File: src/rtl/wave_meas_pkg.sv
// Shared constants for the waveform measurement block: register offsets,
// CTRL/STATUS bit positions and the measurement FSM state codes.
package wave_meas_pkg;

    localparam logic [2:0] ADDR_CTRL     = 3'd0;
    localparam logic [2:0] ADDR_STATUS   = 3'd1;
    localparam logic [2:0] ADDR_HIGH_LEN = 3'd2;
    localparam logic [2:0] ADDR_LOW_LEN  = 3'd3;
    localparam logic [2:0] ADDR_PERIOD   = 3'd4;
    localparam logic [2:0] ADDR_EDGES    = 3'd5;
    localparam logic [2:0] ADDR_MIN      = 3'd6;
    localparam logic [2:0] ADDR_MAX      = 3'd7;

    localparam int CTRL_EN  = 0;
    localparam int CTRL_CLR = 1;
    localparam int CTRL_POL = 2;

    localparam int STAT_DONE      = 0;
    localparam int STAT_OVF       = 1;
    localparam int STAT_STATE_LSB = 2;

    typedef enum logic [1:0] {
        ST_IDLE = 2'b00,
        ST_ARM  = 2'b01,
        ST_HIGH = 2'b10,
        ST_LOW  = 2'b11
    } state_t;

endpackage

File: src/rtl/wave_meas_if.sv
// Register bus for wave_meas: sel held until a one-cycle ready pulse,
// wstrb != 0 marks a write, rdata is valid only while ready is high.
interface wave_meas_if;
    logic        sel;
    logic [3:0]  wstrb;
    logic [31:0] addr;
    logic [31:0] wdata;
    logic [31:0] rdata;
    logic        ready;

    modport master (output sel, wstrb, addr, wdata, input rdata, ready);
    modport slave  (input sel, wstrb, addr, wdata, output rdata, ready);
endinterface

File: src/rtl/wave_meas_sync_edge.sv
// Synchronizes an async input, optionally inverts it, and flags edges.
// Latency STAGES cycles to level; rise/fall are single-cycle strobes.
module sync_edge #(
    parameter int STAGES = 2
) (
    input  logic clk,
    input  logic resetn,
    input  logic i_d,
    input  logic i_inv,
    output logic o_level,
    output logic o_rise,
    output logic o_fall
);
    logic [STAGES-1:0] r_sync;
    logic              r_prev;
    logic              w_level;

    assign w_level = r_sync[STAGES-1] ^ i_inv;

    always_ff @(posedge clk or negedge resetn) begin
        if (!resetn) begin
            r_sync <= '0;
            r_prev <= 1'b0;
        end else begin
            r_sync <= {r_sync[STAGES-2:0], i_d};
            r_prev <= w_level;
        end
    end

    assign o_level = w_level;
    assign o_rise  = w_level & ~r_prev;
    assign o_fall  = ~w_level & r_prev;
endmodule

File: src/rtl/wave_meas.sv
// Measures high/low/period lengths and edge count on wave_in[0] and tracks
// min/max of the raw wave_in word; each bus access completes in two cycles.
module wave_meas
    import wave_meas_pkg::*;
#(
    parameter int CNT_W       = 32,
    parameter int SYNC_STAGES = 2
) (
    input  logic        clk,
    input  logic        resetn,
    input  logic [31:0] wave_in,
    wave_meas_if.slave  bus
);
    localparam logic [CNT_W-1:0] CNT_MAX = '1;

    logic             r_ready, r_en, r_pol, r_done, r_ovf;
    logic [31:0]      r_rdata, r_min, r_max, w_rd_mux;
    state_t           r_state;
    logic [CNT_W-1:0] r_cnt, r_high_len, r_low_len, r_period, r_edges, w_period_sat;
    logic [CNT_W:0]   w_sum;
    logic [2:0]       w_idx;
    logic             w_access, w_wr, w_ctrl_wr, w_clr, w_stat_rd;
    logic             w_level, w_rise, w_fall, w_unused;

    sync_edge #(.STAGES(SYNC_STAGES)) u_sync (
        .clk     (clk),
        .resetn  (resetn),
        .i_d     (wave_in[0]),
        .i_inv   (r_pol),
        .o_level (w_level),
        .o_rise  (w_rise),
        .o_fall  (w_fall)
    );

    // An access is taken on the edge where sel is seen with ready low; writes,
    // clr and the STATUS read-clear all act on that same edge.
    assign w_idx     = bus.addr[4:2];
    assign w_access  = bus.sel & ~r_ready;
    assign w_wr      = |bus.wstrb;
    assign w_ctrl_wr = w_access & w_wr & (w_idx == ADDR_CTRL);
    assign w_clr     = w_ctrl_wr & bus.wdata[CTRL_CLR];
    assign w_stat_rd = w_access & ~w_wr & (w_idx == ADDR_STATUS);
    assign w_unused  = ^{bus.addr[31:5], bus.addr[1:0], bus.wdata[31:3], w_level};

    assign w_sum        = {1'b0, r_high_len} + {1'b0, r_cnt};
    assign w_period_sat = w_sum[CNT_W] ? CNT_MAX : w_sum[CNT_W-1:0];

    always_comb begin
        w_rd_mux = '0;
        case (w_idx)
            ADDR_CTRL: begin
                w_rd_mux[CTRL_EN]  = r_en;
                w_rd_mux[CTRL_POL] = r_pol;
            end
            ADDR_STATUS: begin
                w_rd_mux[STAT_DONE]               = r_done;
                w_rd_mux[STAT_OVF]                = r_ovf;
                w_rd_mux[STAT_STATE_LSB +: 2]     = r_state;
            end
            ADDR_HIGH_LEN: w_rd_mux = 32'(r_high_len);
            ADDR_LOW_LEN:  w_rd_mux = 32'(r_low_len);
            ADDR_PERIOD:   w_rd_mux = 32'(r_period);
            ADDR_EDGES:    w_rd_mux = 32'(r_edges);
            ADDR_MIN:      w_rd_mux = r_min;
            default:       w_rd_mux = r_max;
        endcase
    end

    always_ff @(posedge clk or negedge resetn) begin
        if (!resetn) begin
            r_ready <= 1'b0;
            r_rdata <= '0;
            r_en    <= 1'b0;
            r_pol   <= 1'b0;
        end else begin
            r_ready <= w_access;
            r_rdata <= (w_access & ~w_wr) ? w_rd_mux : '0;
            if (w_ctrl_wr) begin
                r_en  <= bus.wdata[CTRL_EN];
                r_pol <= bus.wdata[CTRL_POL];
            end
        end
    end

    // Later assignments win, so a capture/overflow on the read-clear edge keeps its flag.
    always_ff @(posedge clk or negedge resetn) begin
        if (!resetn) begin
            r_state    <= ST_IDLE;
            r_cnt      <= '0;
            r_high_len <= '0;
            r_low_len  <= '0;
            r_period   <= '0;
            r_edges    <= '0;
            r_done     <= 1'b0;
            r_ovf      <= 1'b0;
        end else if (w_clr) begin
            r_state    <= bus.wdata[CTRL_EN] ? ST_ARM : ST_IDLE;
            r_cnt      <= '0;
            r_high_len <= '0;
            r_low_len  <= '0;
            r_period   <= '0;
            r_edges    <= '0;
            r_done     <= 1'b0;
            r_ovf      <= 1'b0;
        end else begin
            if (w_stat_rd) begin
                r_done <= 1'b0;
                r_ovf  <= 1'b0;
            end
            if (r_state != ST_IDLE && w_rise && r_edges != CNT_MAX)
                r_edges <= r_edges + CNT_W'(1);
            if (!r_en) begin
                r_state <= ST_IDLE;
            end else begin
                case (r_state)
                    ST_IDLE: r_state <= ST_ARM;
                    ST_ARM: if (w_rise) begin
                        r_state <= ST_HIGH;
                        r_cnt   <= CNT_W'(1);
                    end
                    ST_HIGH: if (w_fall) begin
                        r_high_len <= r_cnt;
                        r_cnt      <= CNT_W'(1);
                        r_state    <= ST_LOW;
                    end else if (r_cnt == CNT_MAX) begin
                        r_ovf <= 1'b1;
                    end else begin
                        r_cnt <= r_cnt + CNT_W'(1);
                    end
                    default: if (w_rise) begin
                        r_low_len <= r_cnt;
                        r_period  <= w_period_sat;
                        r_done    <= 1'b1;
                        r_cnt     <= CNT_W'(1);
                        r_state   <= ST_HIGH;
                    end else if (r_cnt == CNT_MAX) begin
                        r_ovf <= 1'b1;
                    end else begin
                        r_cnt <= r_cnt + CNT_W'(1);
                    end
                endcase
            end
        end
    end

    always_ff @(posedge clk or negedge resetn) begin
        if (!resetn) begin
            r_min <= '1;
            r_max <= '0;
        end else if (w_clr) begin
            r_min <= '1;
            r_max <= '0;
        end else if (r_en) begin
            if (wave_in < r_min) r_min <= wave_in;
            if (wave_in > r_max) r_max <= wave_in;
        end
    end

    assign bus.ready = r_ready;
    assign bus.rdata = r_rdata;
endmodule

File: src/flat_wrapper.sv
// flat-port wrapper written by rule: the top's interface ports become plain ports
module wave_meas_flat import wave_meas_pkg::*;
#(
    parameter int CNT_W       = 32,
    parameter int SYNC_STAGES = 2
)
  (clk, resetn, wave_in, bus_sel, bus_wstrb, bus_addr, bus_wdata, bus_rdata, bus_ready);
  wave_meas_if bus_i ();
  input  logic clk;
  input  logic resetn;
  input  logic [31:0] wave_in;
  input wire logic [$bits(bus_i.sel)-1:0] bus_sel;
  input wire logic [$bits(bus_i.wstrb)-1:0] bus_wstrb;
  input wire logic [$bits(bus_i.addr)-1:0] bus_addr;
  input wire logic [$bits(bus_i.wdata)-1:0] bus_wdata;
  output wire logic [$bits(bus_i.rdata)-1:0] bus_rdata;
  output wire logic [$bits(bus_i.ready)-1:0] bus_ready;
  assign bus_i.sel = bus_sel;
  assign bus_i.wstrb = bus_wstrb;
  assign bus_i.addr = bus_addr;
  assign bus_i.wdata = bus_wdata;
  assign bus_rdata = bus_i.rdata;
  assign bus_ready = bus_i.ready;
  wave_meas #(.CNT_W(CNT_W), .SYNC_STAGES(SYNC_STAGES)) u_core (.clk(clk), .resetn(resetn), .wave_in(wave_in), .bus(bus_i));
endmodule
File: config.mk
export PLATFORM = sky130hd
export DESIGN_NAME = wave_meas_flat
export DESIGN_NICKNAME = d
export VERILOG_FILES = /design/src/rtl/wave_meas_pkg.sv /design/src/rtl/wave_meas_if.sv /design/src/rtl/wave_meas_sync_edge.sv /design/src/rtl/wave_meas.sv /design/src/flat_wrapper.sv
export SDC_FILE = /design/constraint.sdc
export NUM_CORES = 1
export LEC_CHECK = 0
export CORE_ASPECT_RATIO = 0.8
export CORE_MARGIN = 3
export CORE_UTILIZATION = 40
export CTS_CLUSTER_DIAMETER = 100
export DETAILED_ROUTE_END_ITERATION = 16
export PLACE_DENSITY = 0.66
export REMOVE_ABC_BUFFERS = 1
export SYNTH_ARGS = -nofsm -noshare
export SYNTH_HDL_FRONTEND = slang
export SYNTH_SLANG_ARGS = --single-unit
File: constraint.sdc
create_clock -name clk -period 2.8 [get_ports clk]
set_clock_uncertainty 0.05 [all_clocks]
set_input_delay 0.7 -clock clk [delete_from_list [all_inputs] [get_ports clk]]
set_output_delay 0.7 -clock clk [all_outputs]
set_load 0.01 [all_outputs]
==> results_dict.tcl <==
set metrics [dict create \
    netlist-cell-type-count 79 \
    syn2layout_area_growth_pct 26.3 \
    route.vias.total 14600 \
    grt_first_pass_wirelength_um 78500 \
    critical_path.reg2reg.startpoint "u_core.r_high_len[1]" \
    r2r_setup_slack_ps 10 \
    cts-htree-levels 1 \
    place_ws_ps -779 \
    die_h_um 182 \
    initial_utilization 0.411 \
    cts_buffer_depth 3 \
    avgSynthCellArea_sq_um 8.94 \
    global_route.overflow_total 0 \
    numCtsBuffers 29 \
    ys_async_sr_fraction 1.00 \
    finalWorstPathRequiredPeriod_ps 2790 \
    antenna_found_initial 1 \
    min_path_type "reg2reg" \
    critPathMostFrequentCell "sky130_fd_sc_hd__a21oi_2" \
    timing.final.setup_violations 0 \
    drive_gt1_frac 0.182 \
    register_area_sq_um 6700 \
    critical-path-slowest-cell "sky130_fd_sc_hd__dfrtp_1" \
    ant_nets 0 \
    per_cell_via_count_in_the_routed_design 6.00 \
    leakage_nw 8.63 \
    max-cap-violations 0 \
    hpwl_after_dpl_um 35300 \
    insertion_delay_ps 550 \
    placed_area_sq_um 18000 \
    max_slew.worst_pin.slew_ps 522 \
    grt_max_degree 76 \
    drt_iter0_markers 1895 \
    synthFlopType "sky130_fd_sc_hd__dfrtp_1" \
    cp_slowest_stage_delay_ps 390 \
    finalHoldViolCount 0 \
    portBuffers 77 \
    placement_row_count 63 \
    finalCoreUtilization 0.519 \
    hold-path-cell-count 0 \
    critical_path.startpoint_type "flip-flop" \
    unrepaired_setup_endpoints_after_global_routing "true" \
    outcome "completed" \
    power_density_nw_per_um2 810 \
    cp_data_arrival_time_ps 3160 \
    floorplan.die_area_sq_um 41100 \
    tritoncts "done" \
    relSlewSlack 0.652 \
    timing.critical_path.buf_inv 2 \
    crit_type "reg2reg" \
    worstRegToRegCells 12 \
    path_clk_slew_ps 60 \
    yosysWarnings 0 \
    floorplan.io_pins 136 \
    count_of_flip_flops_with_a_built_in_enable_after_synthesis 0 \
    clock_tree.root_cell "sky130_fd_sc_hd__clkbuf_16" \
    cts.sinks 266 \
    multiInputGateArea_sq_um 8330 \
    diodes 0 \
    globalRouteTotalUtil 0.240 \
    worstReg2RegEnd "u_core.r_period[31]" \
    gp_congestion 0.888 \
    crit_family "compound AO/OA/AOI/OAI gates" \
    timing.critical_path.to_type "flip-flop" \
    ys_seq_elements 266 \
    drc_errors_left 0 \
    fin_crit_sh 0.996 \
    finalNetCount 2129 \
    fp.dieW_um 226 \
    postLayoutCellArea_sq_um 19500 \
    worst_ir_drop_vdd_v 0.000399 \
    wl_um 51000 \
    min-delay-start "u_core.u_sync.r_sync[0]" \
    layout_setup_ws_ps 10.1 \
    drt_first_pass_iters 5 \
    routedWlPerCell_um 21.0 \
    final_slew_viol_count 0 \
    ordered_cell_list_for_the_critical_path "buf_4, ha_4, a21oi_2, nand4b_1, buf_4, a211o_1, a21oi_2, a21oi_2, a31oi_1, o22ai_1, xor2_1, a21oi_1" \
    synth_sequential_area_ratio 0.433 \
    nFillCells 3329 \
    placeableCoreArea_sq_um 37600 \
    first_global_vias 13700 \
    critical_path.max_fanout 3 \
    mapped_cell_area_sq_um 15500 \
    final.setup.tns_ps 0 \
    max_freq_mhz 358 \
    required_ps 3170 \
    synth_cells 1729 \
    whs_endpoint "u_core.u_sync.r_sync[1]" \
]
-- worst max-delay path by stage --
| stage | from | to | cells past startpoint |
|---|---|---|---|
| after floorplan | bus_addr[3] | u_core.r_cnt[6] | 8 |
| after global placement | wave_in[31] | u_core.r_max[0] | 13 |
| after detailed placement | wave_in[31] | u_core.r_max[5] | 12 |
| after CTS | u_core.r_high_len[0] | u_core.r_period[22] | 12 |
| after global routing | wave_in[30] | u_core.r_max[15] | 13 |
| final | u_core.r_high_len[1] | u_core.r_period[31] | 12 |
-- power by group --
part	total, mW	internal [mW]	leakage [nW]	switching (mW)
logic	5.78	2.69	4.78	3.10
clock network	3.89	2.31	0.470	1.58
registers	6.14	5.04	3.38	1.10
total	15.8	10.0	8.63	5.77
-- placed cells by master (no fill, tap or decap), types with 74 or more instances in the layout --
master,Yosys,layout
sky130_fd_sc_hd__inv_1,74,74
sky130_fd_sc_hd__nand2_1,234,233
sky130_fd_sc_hd__ha_1,101,95
sky130_fd_sc_hd__nor2_1,89,84
sky130_fd_sc_hd__o21ai_0,111,108
sky130_fd_sc_hd__nand3_1,74,74
sky130_fd_sc_hd__buf_4,1,160
sky130_fd_sc_hd__a22oi_1,86,85
sky130_fd_sc_hd__dfrtp_1,234,233
sky130_fd_sc_hd__a21oi_1,165,159
-- Yosys cell counts (32+ instances only) --
library cell	number	area (sq um)
sky130_fd_sc_hd__a22oi_1	86	646
sky130_fd_sc_hd__o211ai_1	35	263
sky130_fd_sc_hd__inv_1	74	278
sky130_fd_sc_hd__ha_1	101	1260
sky130_fd_sc_hd__nor2_1	89	334
sky130_fd_sc_hd__a21oi_1	165	826
sky130_fd_sc_hd__o31ai_1	37	278
sky130_fd_sc_hd__o21ai_0	111	556
sky130_fd_sc_hd__dfrtp_1	234	5860
sky130_fd_sc_hd__a31oi_1	43	269
sky130_fd_sc_hd__nand2_1	234	878
sky130_fd_sc_hd__clkbuf_1	82	308
sky130_fd_sc_hd__nand3_1	74	370
sky130_fd_sc_hd__dfstp_2	32	841
-- flip-flops by register name, indices dropped and copies added, names as in the netlist --
name / flops
u_core.bus.rdata: 32
u_core.r_cnt: 32
u_core.r_edges: 32
u_core.r_high_len: 32
u_core.r_low_len: 32
u_core.r_max: 32
u_core.r_min: 32
u_core.r_period: 32
u_core.r_state: 2
u_core.u_sync.r_sync: 2
u_core.bus.ready: 1
u_core.r_done: 1
u_core.r_en: 1
u_core.r_ovf: 1
u_core.r_pol: 1
u_core.u_sync.r_prev: 1
-- area by class of cell --
type	count	share of cell area
clock buffers	45	0.0448
clock inverters	6	0.00423
inverters	75	0.0144
multi-input cells	1281	0.426
flip-flops and latches	266	0.343
well taps	487	0.0312
repair buffers	271	0.136
-- kinds of logic (layout without fill, tap and decap cells) --
family / after synthesis / count (layout) / synth area share
AOI/OAI and AO/OA: 581 / 581 / 0.236
and+or+nand+nor: 538 / 538 / 0.163
DFF: 266 / 266 / 0.433
buffers and inverters: 182 / 397 / 0.0477
adders and majority gates: 102 / 102 / 0.0830
xor gates and xnor gates: 50 / 50 / 0.0288
muxes: 10 / 10 / 0.00858
-- per-stage QoR --
step	instances	hold slack, ps	total power, mW
global placement	2364	289	11.0
detailed placement	2364	294	11.2
finish	2431	305	15.8
CTS	2420	308	15.3
global route	2431	330	16.7
floorplan	1622	281	8.88
-- layer usage --
layer  routed length (um)  vias to the layer above  track usage  share of wire
met2                22300                      644        0.357           0.44
met5                    0                        -            0              0
met3                 4380                       77       0.0288          0.086
met1                23200                     7174        0.371           0.46
li1                     -                     6680            -              -
met4                 1170                        0       0.0528          0.023
-- what timing repair did --
item | in CTS | in global routing
hold buffers | 1 | 0
gates cloned | 1 | 7
buffers inserted | 3 | 5
setup endpoints to repair | 91 | 98
resized for setup | 17 | 49
hold endpoints to repair | 35 | 0
pin swaps | 13 | 24
(Power assumes the default switching activity.)
